[config.mk]
export PLATFORM = sky130hd
export DESIGN_NAME = rst_stream_encrypt
export DESIGN_NICKNAME = d
export VERILOG_FILES = /design/src/rtl/rst_stream_encrypt.sv
export SDC_FILE = /design/constraint.sdc
export NUM_CORES = 1
export LEC_CHECK = 0
export CELL_PAD_IN_SITES_DETAIL_PLACEMENT = 1
export CELL_PAD_IN_SITES_GLOBAL_PLACEMENT = 1
export CORE_AREA = 8 8 256 258
export DETAILED_ROUTE_END_ITERATION = 10
export DIE_AREA = 0 0 264 266
export PLACE_DENSITY = 0.77
export SYNTH_ARGS = -nofsm -noshare
export SYNTH_HDL_FRONTEND = slang
export SYNTH_SLANG_ARGS = --single-unit
[constraint.sdc]
create_clock -name clk -period 13.6 [get_ports clk]
set_clock_uncertainty 0.05 [all_clocks]
set_input_delay 2.72 -clock clk [delete_from_list [all_inputs] [get_ports clk]]
set_output_delay 2.72 -clock clk [all_outputs]
set_load 0.05 [all_outputs]
[src/rtl/rst_stream_encrypt.sv]
// rtl/rst_stream_encrypt.sv - streaming substitution-table encryptor
// Captures a 7x7 table, then maps each plaintext char to a row/column header pair.
module rst_stream_encrypt (
    input  logic                 clk,
    input  logic                 rst,
    input  logic [6:0][6:0][7:0] sub_char,
    input  logic                 table_err,
    input  logic                 table_load,
    output logic                 table_ready,
    input  logic                 pt_valid,
    input  logic [7:0]           pt_char,
    output logic                 pt_ready,
    output logic                 ct_valid,
    output logic [7:0]           ct_char,
    input  logic                 ct_ready,
    output logic                 err_invalid_pt
);

    typedef enum logic [1:0] {IDLE, SCAN, EMIT_ROW, EMIT_COL} state_t;

    state_t               state;
    state_t               state_next;
    logic [6:0][6:0][7:0] tbl;
    logic [7:0]           ch;
    logic [7:0]           folded;
    logic [2:0]           r;
    logic [2:0]           k;
    logic [2:0]           l;
    logic                 hit;
    logic [2:0]           hit_col;
    logic                 accept;

    always_comb begin
        folded = pt_char;
        if (pt_char >= 8'h41 && pt_char <= 8'h5A)
            folded = pt_char + 8'h20;
    end

    // Walk columns high to low so the lowest matching column wins.
    always_comb begin
        hit     = 1'b0;
        hit_col = 3'd1;
        for (int j = 6; j >= 1; j--) begin
            if (tbl[r][j[2:0]] == ch) begin
                hit     = 1'b1;
                hit_col = j[2:0];
            end
        end
    end

    assign accept = (state == IDLE) && pt_valid && pt_ready;

    always_ff @(posedge clk or posedge rst) begin
        if (rst)
            state <= IDLE;
        else
            state <= state_next;
    end

    always_comb begin
        state_next = state;
        case (state)
            IDLE:     if (accept) state_next = SCAN;
            SCAN:     if (hit) state_next = EMIT_ROW;
                      else if (r == 3'd6) state_next = IDLE;
            EMIT_ROW: if (ct_ready) state_next = EMIT_COL;
            EMIT_COL: if (ct_ready) state_next = IDLE;
            default:  state_next = IDLE;
        endcase
    end

    always_comb begin
        pt_ready = 1'b0;
        ct_valid = 1'b0;
        ct_char  = 8'h00;
        case (state)
            IDLE:     pt_ready = table_ready && !table_load;
            EMIT_ROW: begin
                ct_valid = 1'b1;
                ct_char  = tbl[k][0];
            end
            EMIT_COL: begin
                ct_valid = 1'b1;
                ct_char  = tbl[0][l];
            end
            default:  ;
        endcase
    end

    always_ff @(posedge clk or posedge rst) begin
        if (rst) begin
            tbl            <= '0;
            table_ready    <= 1'b0;
            ch             <= 8'h00;
            r              <= 3'd1;
            k              <= 3'd1;
            l              <= 3'd1;
            err_invalid_pt <= 1'b0;
        end else begin
            err_invalid_pt <= (state == SCAN) && !hit && (r == 3'd6);
            if (state == IDLE && table_load) begin
                tbl         <= table_err ? '0 : sub_char;
                table_ready <= !table_err;
            end
            if (accept) begin
                ch <= folded;
                r  <= 3'd1;
            end else if (state == SCAN && !hit && r != 3'd6) begin
                r <= r + 3'd1;
            end
            if (state == SCAN && hit) begin
                k <= r;
                l <= hit_col;
            end
        end
    end

endmodule
==> results of run 1 <==
[where the power goes]
part | internal [µW] | switching [µW] | leakage [µW]
combinational | 893 | 1260 | 0.00560
clock | 816 | 545 | 0.000828
sequential | 1720 | 455 | 0.00538
[critical path: cells and delay by family]
kind                   cells  cell delay (ps)
buffers and inverters      2             1530
and+or+nand+nor            1              510
[cell families after synthesis]
group | after synthesis
buf+inv | 210
flops | 413
compound gates | 586
mux | 194
simple gates | 938
fa+ha+maj | 3
xor+xnor | 10
[metrics by stage]
stage	total power (µW)	area, µm²	utilization [%]	instances
CTS	5740	27900	45.6	3477
global route	6040	27900	45.6	3478
detailed placement	4350	26200	42.8	3387
global placement	4230	26200	42.8	3387
floorplan	3570	21800	-	2354
finish	5690	27900	45.6	3484
[worst max-delay path by stage]
stage / to / cells after the start / slack (ps) / startpoint
2_1_floorplan: asynchronous set/reset pin / 1 / 5260 / rst
3_3_place_gp: pt_ready / 3 / 6110 / table_load
3_5_place_dp: pt_ready / 3 / 6110 / table_load
4_1_cts: pt_ready / 3 / 6090 / table_load
5_1_grt: pt_ready / 3 / 6010 / table_load
6_report: pt_ready / 3 / 6060 / table_load
[layer usage]
layer	GRT usage, %	vias up
li1	-	8594
met1	29.0	9127
met2	37.7	402
met3	3.87	122
met4	6.79	10
met5	0	-
[sequential cells by signal (all words and copies together), names as in the netlist, named ones only]
name and count:
tbl 392, ch 8, k 3, l 3, r 3, err_invalid_pt 1, state 1, table_ready 1
[synth_stat cells, drive strengths merged (10+ instances only)]
master	number	area share, %
o22ai	29	0.83
inv	15	0.26
dfrtp	410	47
nor2b	10	0.29
o22a	23	0.92
a22oi	26	0.94
buf	48	1.8
and3	17	0.49
nand2	441	7.6
a21oi	32	0.73
mux4	20	2.1
nor2	12	0.22
o21ai	428	9.8
mux2i	134	6.1
mux2	40	2.1
nand2b	400	11
clkbuf	147	2.5
[area by class of cell]
cell class	instances	area (µm²)
Fill cell	6892	33300
Multi-Input combinational cell	1731	10500
Sequential cell	413	10300
Timing Repair Buffer	438	4350
Clock buffer	65	1400
Tap cell	790	988
Clock inverter	25	273
Inverter	15	60.1
Antenna cell	7	17.5
==> results.tsv, run 1 <==
stage	metric	value	unit
global_routing	antenna_found_initial	11	
logic_synthesis	synth_area	21800	µm²
power	power.leakage	0.0118	µW
worst_setup_path	r2r-start	r[1]	
worst_setup_path	path_max_fanout	3	
clock_network	cts.path.max_buffers	3	
layout	drive_gt1_share	6.85	%
floorplanning	fp.dieH	266	µm
global_routing	grt_pass1_wl	122	mm
floorplanning	fp-row-count	91	
worst_hold_path	hp-class	flop to flop	
sta	fin_crit	7540	ps
logic_synthesis	synth_xor_area_share	0.401	%
floorplanning	io_pins	418	
drt	firstDrtPassIters	4	
clock_network	path_clk_slew	60	ps
sta	whs	427	ps
worst_setup_path	r2r-end	k[1]	
clock_network	clock-sinks	413	
sta	final-max-slew-violation-count	0	
floorplanning	dieWidth	264	µm
worst_setup_path	reg2reg_slack	8710	ps
worst_hold_path	hold_end	tbl[365]	
logic_synthesis	syn_area_per_cell	9.28	µm²
floorplanning	die-area	70200	µm²
sta	setup_tns	0	ps
logic_synthesis	synth-simple-area-share	22.0	%
drt	route.met2.wl	39.1	mm
drt	wl_met1	35.7	mm
worst_setup_path	worst_r2r_path_depth	10	
sta	hold_violations	0	
logic_synthesis	synth_compound_area_share	15.2	%
floorplanning	initial_core_util	35.6	%
logic_synthesis	synth_adder_area_share	0.172	%
outcome	outcome	completed	
logic_synthesis	syn_inst	2354	
drt	vias	18255	
power	power_density	204	nW/µm²
worst_setup_path	critPathRequiredTime	10830	ps
sta	max_clock_freq	133	MHz
logic_synthesis	yosys_warnings	0	
layout	most-common-layout-cells	440 x nand2_1, 427 x o21ai_0, 416 x clkdlybuf4s50_1	
drt	wire_per_inst	23.1	µm
drt	drt.antenna.violating_nets	0	
logic_synthesis	synth_mux_area_share	10.3	%
worst_setup_path	cp-end-kind	output port	
clock_network	cts_hold_buf	0	
clock_network	cts_tree	built	
logic_synthesis	synthArstFlopShare	100	%
worst_setup_path	arrival	4770	ps
layout	fin_nets	3056	
sta	rsz0062_at_grt	no	
sta	finalWorstSetupSlack	6060	ps
clock_network	clk_latency	590	ps
logic_synthesis	ys_ff_latch	413	
clock_network	h-tree-depth	2	
sta	setup_viol	0	
global_routing	grt_use_total	22.3	%
global_routing	grt_max_degree	319	
worst_hold_path	holdPathStages	2	
drt	met3WireLength	3.49	mm
drt	highest_layer	met5	
drt	drc	0	
drt	detail_route.vias_per_cell	5.24	
drt	routed_wl	80.5	mm
sta	slew-limit-headroom	10.2	%
worst_setup_path	critical_path.cell_chain	clkdlybuf4s50_1 > nor4b_1 > clkdlybuf4s50_1	
layout	area_growth	27.9	%
clock_network	cts_resized	0	
power	ir_worst_vdd	0.000162	V
drt	drt-initial-drc-count	1116	
clock_network	cts_setup_buffers	0	
placed_design	place.gp.congestion	0.859	
logic_synthesis	synth-edff-count	0	
placed_design	dp_hpwl	59.3	mm
logic_synthesis	mappedNetlistNets	2763	
global_routing	overflow	0	
logic_synthesis	synth_flop_cell	dfrtp_1	
run	drv_cap	0	
worst_setup_path	max_stage_delay	950	ps
layout	layout_commonest_cell	nand2_1	
worst_setup_path	worst_path_most_repeated_cell	clkdlybuf4s50_1	
sta	period_share	55.4	%
clock_network	cts_root_buf	clkbuf_16	
worst_hold_path	worstHoldStart	tbl[365]	
logic_synthesis	ys_seq_area_share	47.3	%
clock_network	cts_made_buffers	48	
placed_design	place_ws	6110	ps
worst_setup_path	cp_slowest_cell	clkdlybuf4s50_1	
logic_synthesis	yosysUniqueCellTypes	64	
global_routing	grt_pass1_vias	19750	
sta	worstMarginPinSlew	1350	ps
worst_setup_path	crit_type	primary input to output port	
worst_setup_path	cp-start-kind	primary input	
placed_design	io_buffers	417	
floorplanning	coreArea	61300	µm²
logic_synthesis	synth_top_family_by_area	simple AND/OR/NAND/NOR gates	
(Power assumes the default switching activity.)
==> inputs of run 2 (changes only) <==
==> constraint.sdc (replaced) <==
create_clock -name clk -period 6.8 [get_ports clk]
set_clock_uncertainty 0.05 [all_clocks]
set_input_delay 1.36 -clock clk [delete_from_list [all_inputs] [get_ports clk]]
set_output_delay 1.36 -clock clk [all_outputs]
set_load 0.05 [all_outputs]
==> run 2 against run 1 <==
Effect of this change: clock-buffer cell count is 3 higher; design area is 0.60% lower; critical path type is now flop to output port; power is 97% higher.
==> results.tsv, run 2 (synthesis gave the netlist of run 1 again) <==
stage	metric	value	unit	change
outcome	outcome	completed		unchanged
sta	setup_tns	0	ps	unchanged
layout	fin_util	45.3	%	was 45.6%
layout	largest_register_ffs	392		unchanged
floorplanning	coreArea	61300	µm²	unchanged
power	p_seq_share	39.8	%	was 38.2%
sta	rsz0062_at_grt	no		unchanged
drt	drt-initial-drc-count	1318		was 1116
sta	max_clock_freq	201	MHz	
sta	final-max-slew-violation-count	0		unchanged
worst_setup_path	critPathRequiredTime	5390	ps	was 10830 ps
floorplanning	initial_core_util	35.6	%	unchanged
sta	setup_viol	0		unchanged
drt	detail_route.vias_per_cell	5.24		about the same
layout	top_regs	tbl (392), ch (8)		unchanged
global_routing	grt_pass1_vias	19703		was 19750
run	drv_cap	0		unchanged
clock_network	cts_hold_buf	0		unchanged
power	internal-power	6700	µW	was 3430 µW
clock_network	cts_setup_buffers	0		unchanged
global_routing	antenna_found_initial	6		was 11
worst_setup_path	crit_type	flop to output port		was primary input to output port
sta	whs	428	ps	was 427 ps
power	ir_worst_vdd	0.000212	V	was 0.000162 V
sta	slew-limit-headroom	23.4	%	was 10.2%
clock_network	path_clk_slew	60	ps	about the same
clock_network	cts_tree	built		unchanged
power	combPwrFrac	37.8	%	about the same
power	swShare	40.3	%	was 39.7%
placed_design	place_ws	2110	ps	was 6110 ps
global_routing	grt_max_degree	269		was 319
layout	num-fill-cells	6905		was 6892
clock_network	h-tree-depth	2		unchanged
layout	area_growth	27.1	%	was 27.9%
sta	finalWorstSetupSlack	1820	ps	was 6060 ps
clock_network	cts_resized	0		unchanged
layout	fin_nets	3050		was 3056
placed_design	place.gp.congestion	0.830		was 0.859
layout	drive_gt1_share	6.14	%	was 6.85%
clock_network	cts_root_buf	clkbuf_16		unchanged
worst_setup_path	path_max_fanout	18		was 3
power	p_sw	4520	µW	was 2260 µW
worst_setup_path	cp-start-kind	flop		was primary input
sta	fin_crit	4980	ps	
floorplanning	fp.dieH	266	µm	unchanged
worst_setup_path	arrival	3570	ps	was 4770 ps
global_routing	grt_pass1_wl	122	mm	about the same
layout	most-common-layout-cells	440 x nand2_1, 427 x o21ai_0, 416 x clkdlybuf4s50_1		unchanged
drt	firstDrtPassIters	5		was 4
floorplanning	fp-row-count	91		unchanged
layout	top_register	tbl		unchanged
clock_network	cts_made_buffers	47		was 48
drt	routed_wl	81.2	mm	was 80.5 mm
drt	vias	18188		was 18255
power	pwr-share-clk	22.4	%	was 23.9%
global_routing	overflow	0		unchanged
sta	hold_violations	0		unchanged
floorplanning	io_pins	418		unchanged
drt	drt.antenna.violating_nets	0		unchanged
floorplanning	die-area	70200	µm²	unchanged
drt	drc	0		unchanged
worst_hold_path	hp-class	flop to flop		unchanged
placed_design	io_buffers	417		unchanged
worst_setup_path	cp-end-kind	output port		unchanged
drt	wire_per_inst	23.4	µm	was 23.1 µm
placed_design	dp_hpwl	59.9	mm	was 59.3 mm
clock_network	clock-sinks	413		unchanged
floorplanning	dieWidth	264	µm	unchanged
global_routing	grt_use_total	22.5	%	was 22.3%
power	power_density	404	nW/µm²	was 204 nW/µm²
sta	worstMarginPinSlew	1150	ps	was 1350 ps
clock_network	cts.path.max_buffers	3		unchanged
power	power.leakage	0.0117	µW	was 0.0118 µW
sta	period_share	73.2	%	
layout	layout_commonest_cell	nand2_1		unchanged
clock_network	clk_latency	580	ps	was 590 ps
## run 2: cell count changes in the layout (fill, tap and decap cells not counted), sizes merged
cell | previous run | this run
clkbuf | 65 | 68
buf | 22 | 17
bufinv | 5 | 2
diode | 7 | 5
clkinvlp | 4 | 2
inv | 16 | 14
clkinv | 15 | 10
## run 2: cell type report
class                   count  area, µm²  area share [%]
diodes                      5       12.5          0.0451
clock buffers              68       1380            4.96
clock inverters            13        118           0.424
inverters                  15       60.1           0.216
multi-input cells        1731      10500            37.8
flip-flops and latches    413      10300            37.3
well taps                 790        988            3.56
repair buffers            433       4360            15.7
## run 2: per-stage QoR
stage          total power, µW  cells  cell area (µm²)
5_1_grt                  11900   3465            27800
3_3_place_gp              8510   3382            26300
2_1_floorplan             7140   2354            21800
4_1_cts                  11300   3463            27800
3_5_place_dp              8720   3382            26300
6_report                 11200   3468            27800
## run 2: critical path: stages, from the launching register on
cell and delay, ps:
dfrtp_1 760, nor2b_1 730, nand2_1 100, o21ai_0 100
mux2i_1 100, nand2_1 150, o211a_1 200, clkdlybuf4s50_1 820
## run 2: routing by layer
| layer | share of wire (%) | vias up | GRT usage [%] |
|---|---|---|---|
| met5 | 0.016 | - | 0 |
| met3 | 5.0 | 128 | 4.00 |
| met1 | 44 | 9036 | 29.3 |
| met2 | 48 | 473 | 37.2 |
| met4 | 3.4 | 2 | 8.28 |
| li1 | - | 8549 | - |
## run 2: worst paths after layout
| check | depth (start not counted) | from | end | slack, ps |
|---|---|---|---|---|
| max | 7 | l[1] | ct_char[2] | 1820 |
| min reg2reg | 2 | tbl[76] | tbl[76] | 430 |
| max in group asynchronous | 3 | rst | tbl[266] | 4290 |
| min | 2 | tbl[76] | tbl[76] | 430 |
| min in group asynchronous | 2 | rst | tbl[286] | 1090 |
| max reg2reg | 9 | r[1] | k[1] | 2290 |
## run 2: power groups by stage
stage                     clock network (µW)  logic (µW)  registers, µW
after detailed placement                   0        4240           4480
after CTS                               2580        4270           4450
final                                   2520        4240           4460
after global placement                     0        4090           4430
after floorplan                            0        3260           3880
after global routing                    2670        4660           4580
==> inputs of run 3 (changes only) <==
==> constraint.sdc (replaced) <==
create_clock -name clk -period 4.1 [get_ports clk]
set_clock_uncertainty 0.05 [all_clocks]
set_input_delay 0.82 -clock clk [delete_from_list [all_inputs] [get_ports clk]]
set_output_delay 0.82 -clock clk [all_outputs]
set_load 0.05 [all_outputs]
==> run 3 against run 2 <==
Effect of this change: utilization grew 0.97 points; global-route usage increased by 1.1 points; clock power grew 77%; routed wire length is 4.9% higher; power grew 72%; cell count grew 1.5%; largest cell class unchanged.
==> results.tsv, run 3 (synthesis gave the netlist of run 1 again) <==
stage	metric	value	unit	change
drt	drc	0		unchanged
drt	routed_wl	85.2	mm	was 81.2 mm
power	power_density	680	nW/µm²	was 404 nW/µm²
floorplanning	coreArea	61300	µm²	unchanged
power	pwr-share-clk	23.1	%	was 22.4%
floorplanning	dieWidth	264	µm	unchanged
worst_hold_path	hp-class	flop to flop		unchanged
worst_setup_path	cp-end-kind	output port		unchanged
placed_design	dp_hpwl	65.4	mm	was 59.9 mm
sta	whs	429	ps	was 428 ps
placed_design	place_ws	448	ps	was 2110 ps
clock_network	path_clk_slew	60	ps	about the same
worst_hold_path	worstHoldStart	tbl[169]		was tbl[76]
worst_setup_path	critPathRequiredTime	3230	ps	was 5390 ps
clock_network	cts_made_buffers	49		was 47
worst_setup_path	crit_type	flop to output port		unchanged
layout	top_regs	tbl (392), ch (8)		unchanged
outcome	outcome	completed		unchanged
power	internal-power	11600	µW	was 6700 µW
placed_design	place.gp.congestion	0.888		was 0.830
clock_network	cts_setup_buffers	0		unchanged
worst_setup_path	arrival	2860	ps	was 3570 ps
clock_network	cts_hold_buf	0		unchanged
floorplanning	initial_core_util	35.6	%	unchanged
clock_network	clk_latency	590	ps	was 580 ps
worst_setup_path	cp-start-kind	flop		unchanged
sta	finalWorstSetupSlack	371	ps	was 1820 ps
sta	period_share	91.0	%	
power	swShare	40.1	%	was 40.3%
drt	detail_route.vias_per_cell	5.28		was 5.24
layout	top_register	tbl		unchanged
layout	layout_commonest_cell	nand2_1		unchanged
sta	final-max-slew-violation-count	0		unchanged
clock_network	cts_tree	built		unchanged
floorplanning	die-area	70200	µm²	unchanged
clock_network	cts.path.max_buffers	3		unchanged
placed_design	io_buffers	417		unchanged
placed_design	place_inst	3425		was 3382
power	combPwrFrac	38.2	%	was 37.8%
global_routing	grt_max_degree	142		was 269
worst_setup_path	path_max_fanout	13		was 18
worst_setup_path	reg2reg_slack	370	ps	was 2290 ps
global_routing	grt_pass1_vias	19869		was 19703
global_routing	overflow	0		unchanged
floorplanning	fp.dieH	266	µm	unchanged
floorplanning	io_pins	418		unchanged
power	ir_worst_vdd	0.000382	V	was 0.000212 V
power	power.leakage	0.0120	µW	was 0.0117 µW
clock_network	cts_resized	0		unchanged
drt	drt.antenna.violating_nets	0		unchanged
power	p_seq_share	38.7	%	was 39.8%
sta	worstMarginPinSlew	964	ps	was 1150 ps
run	drv_cap	0		unchanged
layout	area_growth	29.9	%	was 27.1%
worst_setup_path	r2r-end	k[1]		unchanged
global_routing	grt_use_total	23.6	%	was 22.5%
drt	drt-initial-drc-count	1278		was 1318
power	p_sw	7720	µW	was 4520 µW
sta	rsz0062_at_grt	no		unchanged
sta	slew-limit-headroom	35.8	%	was 23.4%
layout	most-common-layout-cells	440 x nand2_1, 427 x o21ai_0, 409 x dfrtp_1		was 440 x nand2_1, 427 x o21ai_0, 416 x clkdlybuf4s50_1
clock_network	clock-sinks	413		unchanged
clock_network	cts_root_buf	clkbuf_16		unchanged
sta	hold_violations	0		unchanged
layout	fin_nets	3095		was 3050
worst_setup_path	worst_r2r_path_depth	10		was 9
floorplanning	fp-row-count	91		unchanged
global_routing	grt_pass1_wl	127	mm	was 122 mm
drt	firstDrtPassIters	5		unchanged
sta	setup_viol	0		unchanged
layout	final_cell_count_no_fill	3519		was 3468
clock_network	h-tree-depth	2		unchanged
drt	wire_per_inst	24.2	µm	was 23.4 µm
worst_hold_path	hold_end	tbl[169]		was tbl[76]
layout	largest_register_ffs	392		unchanged
layout	drive_gt1_share	8.19	%	was 6.14%
global_routing	antenna_found_initial	7		was 6
worst_hold_path	holdPathStages	2		unchanged
sta	fin_crit	3730	ps	
drt	vias	18566		was 18188
sta	max_clock_freq	268	MHz	
worst_setup_path	r2r-start	r[1]		unchanged
run 3: metal layers:
metal	part of all wire (%)	routed length, µm	global-route usage [%]	vias to the layer above
met5	0.032	27	0	-
met1	43	37000	30.7	9255
met2	48	40800	39.3	512
met4	3.4	2860	8.24	4
met3	5.3	4500	4.26	134
li1	-	-	-	8661
run 3: worst max path at each step:
stage / startpoint / endpoint / slack (ps)
detailed placement: r[1] / k[1] / 450
global route: r[1] / k[1] / 190
finish: l[0] / ct_char[2] / 370
floorplan: rst / asynchronous set/reset pin / -2340
CTS: l[0] / ct_char[3] / 330
global placement: r[1] / k[2] / 530
run 3: area by class of cell:
class | count | area, µm²
fill | 6881 | 32900
multi-input combinational | 1731 | 10500
sequential | 413 | 10300
timing repair buffer | 476 | 4810
clock buffer | 70 | 1430
tap | 790 | 988
clock inverter | 18 | 208
inverter | 15 | 60.1
antenna | 6 | 15.0
run 3: power by group through the flow:
stage	clock (µW)	combinational [µW]	sequential (µW)
after detailed placement	0	7310	7460
after global placement	0	7020	7450
final	4460	7360	7460
after global routing	4690	8050	7590
after CTS	4540	7360	7420
after floorplan	0	5400	6440
run 3: per-stage QoR:
| stage | power (µW) | TNS [ps] | utilization [%] | cell area (µm²) |
|---|---|---|---|---|
| after floorplan | 11800 | -959810 | - | 21800 |
| after global placement | 14500 | 0 | 43.6 | 26700 |
| after detailed placement | 14800 | 0 | 43.6 | 26700 |
| after CTS | 19300 | 0 | 46.3 | 28300 |
| after global routing | 20300 | 0 | 46.3 | 28300 |
| final | 19300 | 0 | 46.3 | 28400 |
run 3: worst max-delay path: stages (launching register included):
cell and delay (ps):
dfstp_2 650, buf_4 270, mux4_2 530, mux2i_1 340
nand2_1 100, o211a_1 210, buf_12 160
